### src/rtl/multicycle_control.sv
`default_nettype none
// =============================================================================
// Module      : multicycle_control
// Description : Main control FSM for the multicycle MIPS datapath, with a
//               memory-ready stall handshake and a retired-instruction counter.
// Revision    : 1.0 - initial release
// =============================================================================
module multicycle_control #(
    parameter int CNT_W    = 32,
    parameter int FAST_MEM = 0
) (
    input  logic             clk,
    input  logic             reset,
    input  logic [5:0]       op,
    input  logic             mem_ready,
    output logic             pcwrite,
    output logic             pcwritecond,
    output logic             iord,
    output logic             memread,
    output logic             memwrite,
    output logic             memtoreg,
    output logic             irwrite,
    output logic [1:0]       pcsource,
    output logic             aluop1,
    output logic             aluop0,
    output logic             alusrca,
    output logic [1:0]       alusrcb,
    output logic             regwrite,
    output logic             regdst,
    output logic             illegal,
    output logic [3:0]       state,
    output logic [CNT_W-1:0] instr_count
);

    localparam logic [5:0] c_OP_R    = 6'b000000;
    localparam logic [5:0] c_OP_LW   = 6'b100011;
    localparam logic [5:0] c_OP_SW   = 6'b101011;
    localparam logic [5:0] c_OP_BEQ  = 6'b000100;
    localparam logic [5:0] c_OP_J    = 6'b000010;
    localparam logic [5:0] c_OP_ADDI = 6'b001000;

    typedef enum logic [3:0] {
        S_FETCH  = 4'd0,
        S_DECODE = 4'd1,
        S_MEMADR = 4'd2,
        S_MEMRD  = 4'd3,
        S_MEMWB  = 4'd4,
        S_MEMWR  = 4'd5,
        S_EXEC   = 4'd6,
        S_RWB    = 4'd7,
        S_BRANCH = 4'd8,
        S_JUMP   = 4'd9,
        S_ADDIEX = 4'd10,
        S_ADDIWB = 4'd11
    } state_t;

    state_t           r_state;
    logic [CNT_W-1:0] r_count;
    state_t           w_next;
    logic             w_retire;
    logic             w_rdy;

    assign w_rdy       = mem_ready | (FAST_MEM != 0);
    assign state       = r_state;
    assign instr_count = r_count;

    always_ff @(posedge clk) begin
        if (reset) begin
            r_state <= S_FETCH;
            r_count <= '0;
        end else begin
            r_state <= w_next;
            if (w_retire) begin
                r_count <= r_count + CNT_W'(1);
            end
        end
    end

    // Unreachable encodings fall through to the default and recover to FETCH.
    always_comb begin
        w_next   = S_FETCH;
        w_retire = 1'b0;
        case (r_state)
            S_FETCH:  w_next = w_rdy ? S_DECODE : S_FETCH;
            S_DECODE: begin
                case (op)
                    c_OP_R:            w_next = S_EXEC;
                    c_OP_LW, c_OP_SW:  w_next = S_MEMADR;
                    c_OP_BEQ:          w_next = S_BRANCH;
                    c_OP_J:            w_next = S_JUMP;
                    c_OP_ADDI:         w_next = S_ADDIEX;
                    default:           w_next = S_FETCH;
                endcase
            end
            S_MEMADR: begin
                if (op == c_OP_LW) begin
                    w_next = S_MEMRD;
                end else if (op == c_OP_SW) begin
                    w_next = S_MEMWR;
                end
            end
            S_MEMRD:  w_next = w_rdy ? S_MEMWB : S_MEMRD;
            S_MEMWR: begin
                w_next   = w_rdy ? S_FETCH : S_MEMWR;
                w_retire = w_rdy;
            end
            S_EXEC:   w_next = S_RWB;
            S_ADDIEX: w_next = S_ADDIWB;
            S_MEMWB, S_RWB, S_BRANCH, S_JUMP, S_ADDIWB: w_retire = 1'b1;
            default:  w_next = S_FETCH;
        endcase
    end

    always_comb begin
        pcwrite     = 1'b0;
        pcwritecond = 1'b0;
        iord        = 1'b0;
        memread     = 1'b0;
        memwrite    = 1'b0;
        memtoreg    = 1'b0;
        irwrite     = 1'b0;
        pcsource    = 2'b00;
        aluop1      = 1'b0;
        aluop0      = 1'b0;
        alusrca     = 1'b0;
        alusrcb     = 2'b00;
        regwrite    = 1'b0;
        regdst      = 1'b0;
        illegal     = 1'b0;
        if (!reset) begin
            case (r_state)
                S_FETCH: begin
                    memread = 1'b1;
                    alusrcb = 2'b01;
                    irwrite = w_rdy;
                    pcwrite = w_rdy;
                end
                S_DECODE: begin
                    alusrcb = 2'b11;
                    illegal = !(op inside {c_OP_R, c_OP_LW, c_OP_SW,
                                           c_OP_BEQ, c_OP_J, c_OP_ADDI});
                end
                S_MEMADR, S_ADDIEX: begin
                    alusrca = 1'b1;
                    alusrcb = 2'b10;
                end
                S_MEMRD: begin
                    memread = 1'b1;
                    iord    = 1'b1;
                end
                S_MEMWB: begin
                    regwrite = 1'b1;
                    memtoreg = 1'b1;
                end
                S_MEMWR: begin
                    memwrite = 1'b1;
                    iord     = 1'b1;
                end
                S_EXEC: begin
                    alusrca = 1'b1;
                    aluop1  = 1'b1;
                end
                S_RWB: begin
                    regwrite = 1'b1;
                    regdst   = 1'b1;
                end
                S_BRANCH: begin
                    alusrca     = 1'b1;
                    aluop0      = 1'b1;
                    pcwritecond = 1'b1;
                    pcsource    = 2'b01;
                end
                S_JUMP: begin
                    pcwrite  = 1'b1;
                    pcsource = 2'b10;
                end
                S_ADDIWB: regwrite = 1'b1;
                default: ;
            endcase
        end
    end

endmodule
`default_nettype wire
### config.mk
export PLATFORM = sky130hd
export DESIGN_NAME = multicycle_control
export DESIGN_NICKNAME = d
export VERILOG_FILES = /design/src/rtl/multicycle_control.sv
export SDC_FILE = /design/constraint.sdc
export NUM_CORES = 1
export LEC_CHECK = 0
export CAP_MARGIN = 15
export CORE_MARGIN = 2
export CORE_UTILIZATION = 30
export DETAILED_ROUTE_END_ITERATION = 8
export DONT_BUFFER_PORTS = 1
export MAX_ROUTING_LAYER = met4
export PLACE_DENSITY = 0.42
export SYNTH_ARGS = -nofsm -noshare
export SYNTH_HDL_FRONTEND = slang
export SYNTH_SLANG_ARGS = --single-unit
### constraint.sdc
create_clock -name clk -period 5.96 [get_ports clk]
set_input_delay 0.298 -clock clk [delete_from_list [all_inputs] [get_ports clk]]
set_output_delay 0.298 -clock clk [all_outputs]
set_load 0.02 [all_outputs]
==> flow_summary.ini <==
[synthesis]
netlist_area_um2 = 2010
synth_top_cell_by_area = dfxtp_1
synth_warnings = 0
syn_nets = 276
yosys_register_bits = 36
ys_seq_area_share_pct = 35.8
post-synth-top-area-fraction_pct = 35.8
synth_area_leaders = dfxtp_1 36%, xnor2_1 6.1%, nor2_1 5.8%
syn_avg_cell_area_um2 = 7.56
syn-instance-count = 266
synth.distinct_cells = 37

[die]
ioPinCount = 62
core_area_um2 = 6420
die_height_um = 85.9
die_w_um = 85.9
die_area_um2 = 7370
initial_core_util_pct = 31.3
row_count = 29

[setup_path]
worst-path-max-fanout = 20
reg2reg_to = instr_count[27]$_SDFFE_PP0P_
r2r_cells = 5
critPathRequiredTime_ns = 6.19
critPathLaunchType = flip-flop
r2r_slack_ns = 2.85
critical_path_class = flip-flop to flip-flop
arrival_ns = 3.33
crit_path_end_kind = flip-flop
r2r_start = state[0]$_SDFF_PP0_

[cts]
cts_tree = done
root_buffer = clkbuf_8
cts_sinks = 36
cts_max_level = 2
cts.path.max_buffers = 2
clk_latency_ns = 0.29
cts_made_buffers = 5
cts_resized = 0
cts_setup_buffers = 0
path_clk_slew_ns = 0.08
hold_buffers = 0

[cells_and_area]
post-route-util_pct = 33.1
syn_to_final_growth_pct = 5.79
fin_nets = 267
seqCellArea_um2 = 721
antennaDiodeCount = 0
num-fill-cells = 691
multi_input_area_um2 = 1190
drive_gt1_share_pct = 5.43

[sta]
drv_slew = 0
fmax_mhz = 322
slew-limit-headroom_pct = 31.5
worst_pin_slew_ns = 1.02
finalHoldViolCount = 0
finalCritPeriodShare_pct = 52.1
skew_ns = 0.00342
rsz0062_at_grt = false
finalSetupViolations = 0
fin_tns_setup_ns = 0
period_minus_slack_ns = 3.11

[power]
peakVddDrop_mv = 0.0861
p_leak_nw = 0.601
intPower_mw = 0.327
power.switching_mw = 0.108
netSwitchingFraction_pct = 24.8
p_total_mw = 0.435
cellPowerDensity_nw_per_um2 = 205
p_clk_share_pct = 40.6
p_seq_share_pct = 56.1
comb_power_share_pct = 3.2

[global_route]
grt_pass1_vias = 1629
antenna_found_initial = 0
grt_overflow_total = 0
grt_max_degree = 42
grt_pass1_wl_um = 8810
track_usage_pct = 15.6

[placed_design]
portBuffers = 0
routabilityCongestion = 0.777
dp_hpwl_um = 3810

[hold_path]
hold_start = reset
hold_class = input port to flip-flop
hold_path_depth = 1
hold_path_end = instr_count[16]$_SDFFE_PP0P_

[drt]
drc_errors = 2
num_vias = 1844
wl_um = 5350
dr.pass1.iters = 6
drtIter0Drc = 100
ant_nets = 0
routed_via_density = 5.50
detail_route.wl_per_cell_um = 16.0

[run]
drv_cap = 0

[status]
violations = design-rule violations
outcome = finished with violations
cells in the mapped netlist:
cell,number
dfxtp_1,36
nand3b_1,1
xnor2_1,14
or2_2,4
a21oi_1,20
nor2_1,31
buf_4,2
nor4b_1,1
nor2b_1,2
and3_1,4
o311ai_0,1
nand2_1,21
nor4_1,15
o21bai_1,1
clkbuf_1,7
a32oi_1,2
ha_1,1
or3_1,10
and2_1,1
inv_1,9
nand4_1,10
and4_1,3
buf_2,4
o31ai_1,5
and3b_1,1
nand3_1,10
o21ai_0,14
or4_1,5
nor3_1,13
or3_4,1
nand2b_1,3
o22ai_1,1
nand4bb_1,1
buf_1,3
a31oi_1,2
xor2_1,6
o21a_1,1
power groups by stage:
stage	logic (mW)	clock network, mW	registers, mW
6_report	0.0141	0.177	0.244
5_1_grt	0.0158	0.199	0.245
4_1_cts	0.0142	0.189	0.244
3_5_place_dp	0.0142	0	0.250
3_3_place_gp	0.0144	0	0.250
2_1_floorplan	0.0174	0	0.248
sequential cells by signal, summed over array words and instances (netlist names):
signal	cells
instr_count	32
state	4
metrics by stage:
step | std cells | area [um^2] | setup slack, ns | hold WS, ns
after floorplan | 266 | 2010 | 3.72 | 0.512
after global placement | 327 | 2040 | 2.92 | 0.373
after detailed placement | 327 | 2040 | 2.87 | 0.374
after CTS | 335 | 2130 | 2.85 | 0.0500
after global routing | 335 | 2130 | 2.66 | 0.0466
final | 335 | 2130 | 2.85 | 0.0719
how the worst max path moves through the flow:
stage	from	end	cells after the start	slack (ns)
final	state[0]$_SDFF_PP0_	instr_count[27]$_SDFFE_PP0P_	5	2.85
after global routing	state[0]$_SDFF_PP0_	instr_count[20]$_SDFFE_PP0P_	5	2.66
after CTS	state[0]$_SDFF_PP0_	instr_count[27]$_SDFFE_PP0P_	5	2.85
after detailed placement	state[0]$_SDFF_PP0_	instr_count[27]$_SDFFE_PP0P_	5	2.87
after global placement	state[0]$_SDFF_PP0_	instr_count[27]$_SDFFE_PP0P_	5	2.92
after floorplan	instr_count[6]$_SDFFE_PP0P_	instr_count[27]$_SDFFE_PP0P_	6	3.72
critical path: stages (launching register included):
cell      delay, ns
dfxtp_1        0.85
nand2b_1       0.27
nand4_1        0.64
or3_4          0.66
or4_1          0.48
a21oi_1        0.14
layout make-up:
type,count,area share [%]
Clock buffer,5,3.24
Inverter,9,1.59
Clock inverter,3,0.882
Tap cell,77,4.53
Multi-Input combinational cell,205,55.9
Sequential cell,36,33.9
placed cells by master (no fill, tap or decap), types with 5 or more instances in the layout:
cell type  Yosys  final
dfxtp_1       36     36
nor2_1        31     31
nand2_1       21     21
a21oi_1       20     20
nor4_1        15     15
o21ai_0       14     14
xnor2_1       14     14
nor3_1        13     12
nand3_1       10     10
nand4_1       10     10
or3_1         10     10
inv_1          9      9
xor2_1         6      6
o31ai_1        5      5
or4_1          5      5
clkbuf_8       0      5
metal layers:
metal | routed length (um) | GRT usage (%) | part of all wire (%) | vias to the layer above
met4 | 72 | 4.76 | 1.3 | 0
met5 | 0 | - | 0 | -
met3 | 372 | 5.97 | 7.0 | 6
li1 | - | - | - | 943
met1 | 2400 | 19.2 | 45 | 856
met2 | 2500 | 23.5 | 47 | 39
cell families after synthesis:
group / count (synthesis) / synth area share, %
XOR/XNOR: 20 / 8.71
adder cells (fa/ha/maj): 1 / 0.622
AO/OA/AOI/OAI: 47 / 13.3
AND/OR/NAND/NOR: 137 / 36.2
buffers and inverters: 25 / 5.29
flip-flops: 36 / 35.8
(Power assumes the default switching activity.)
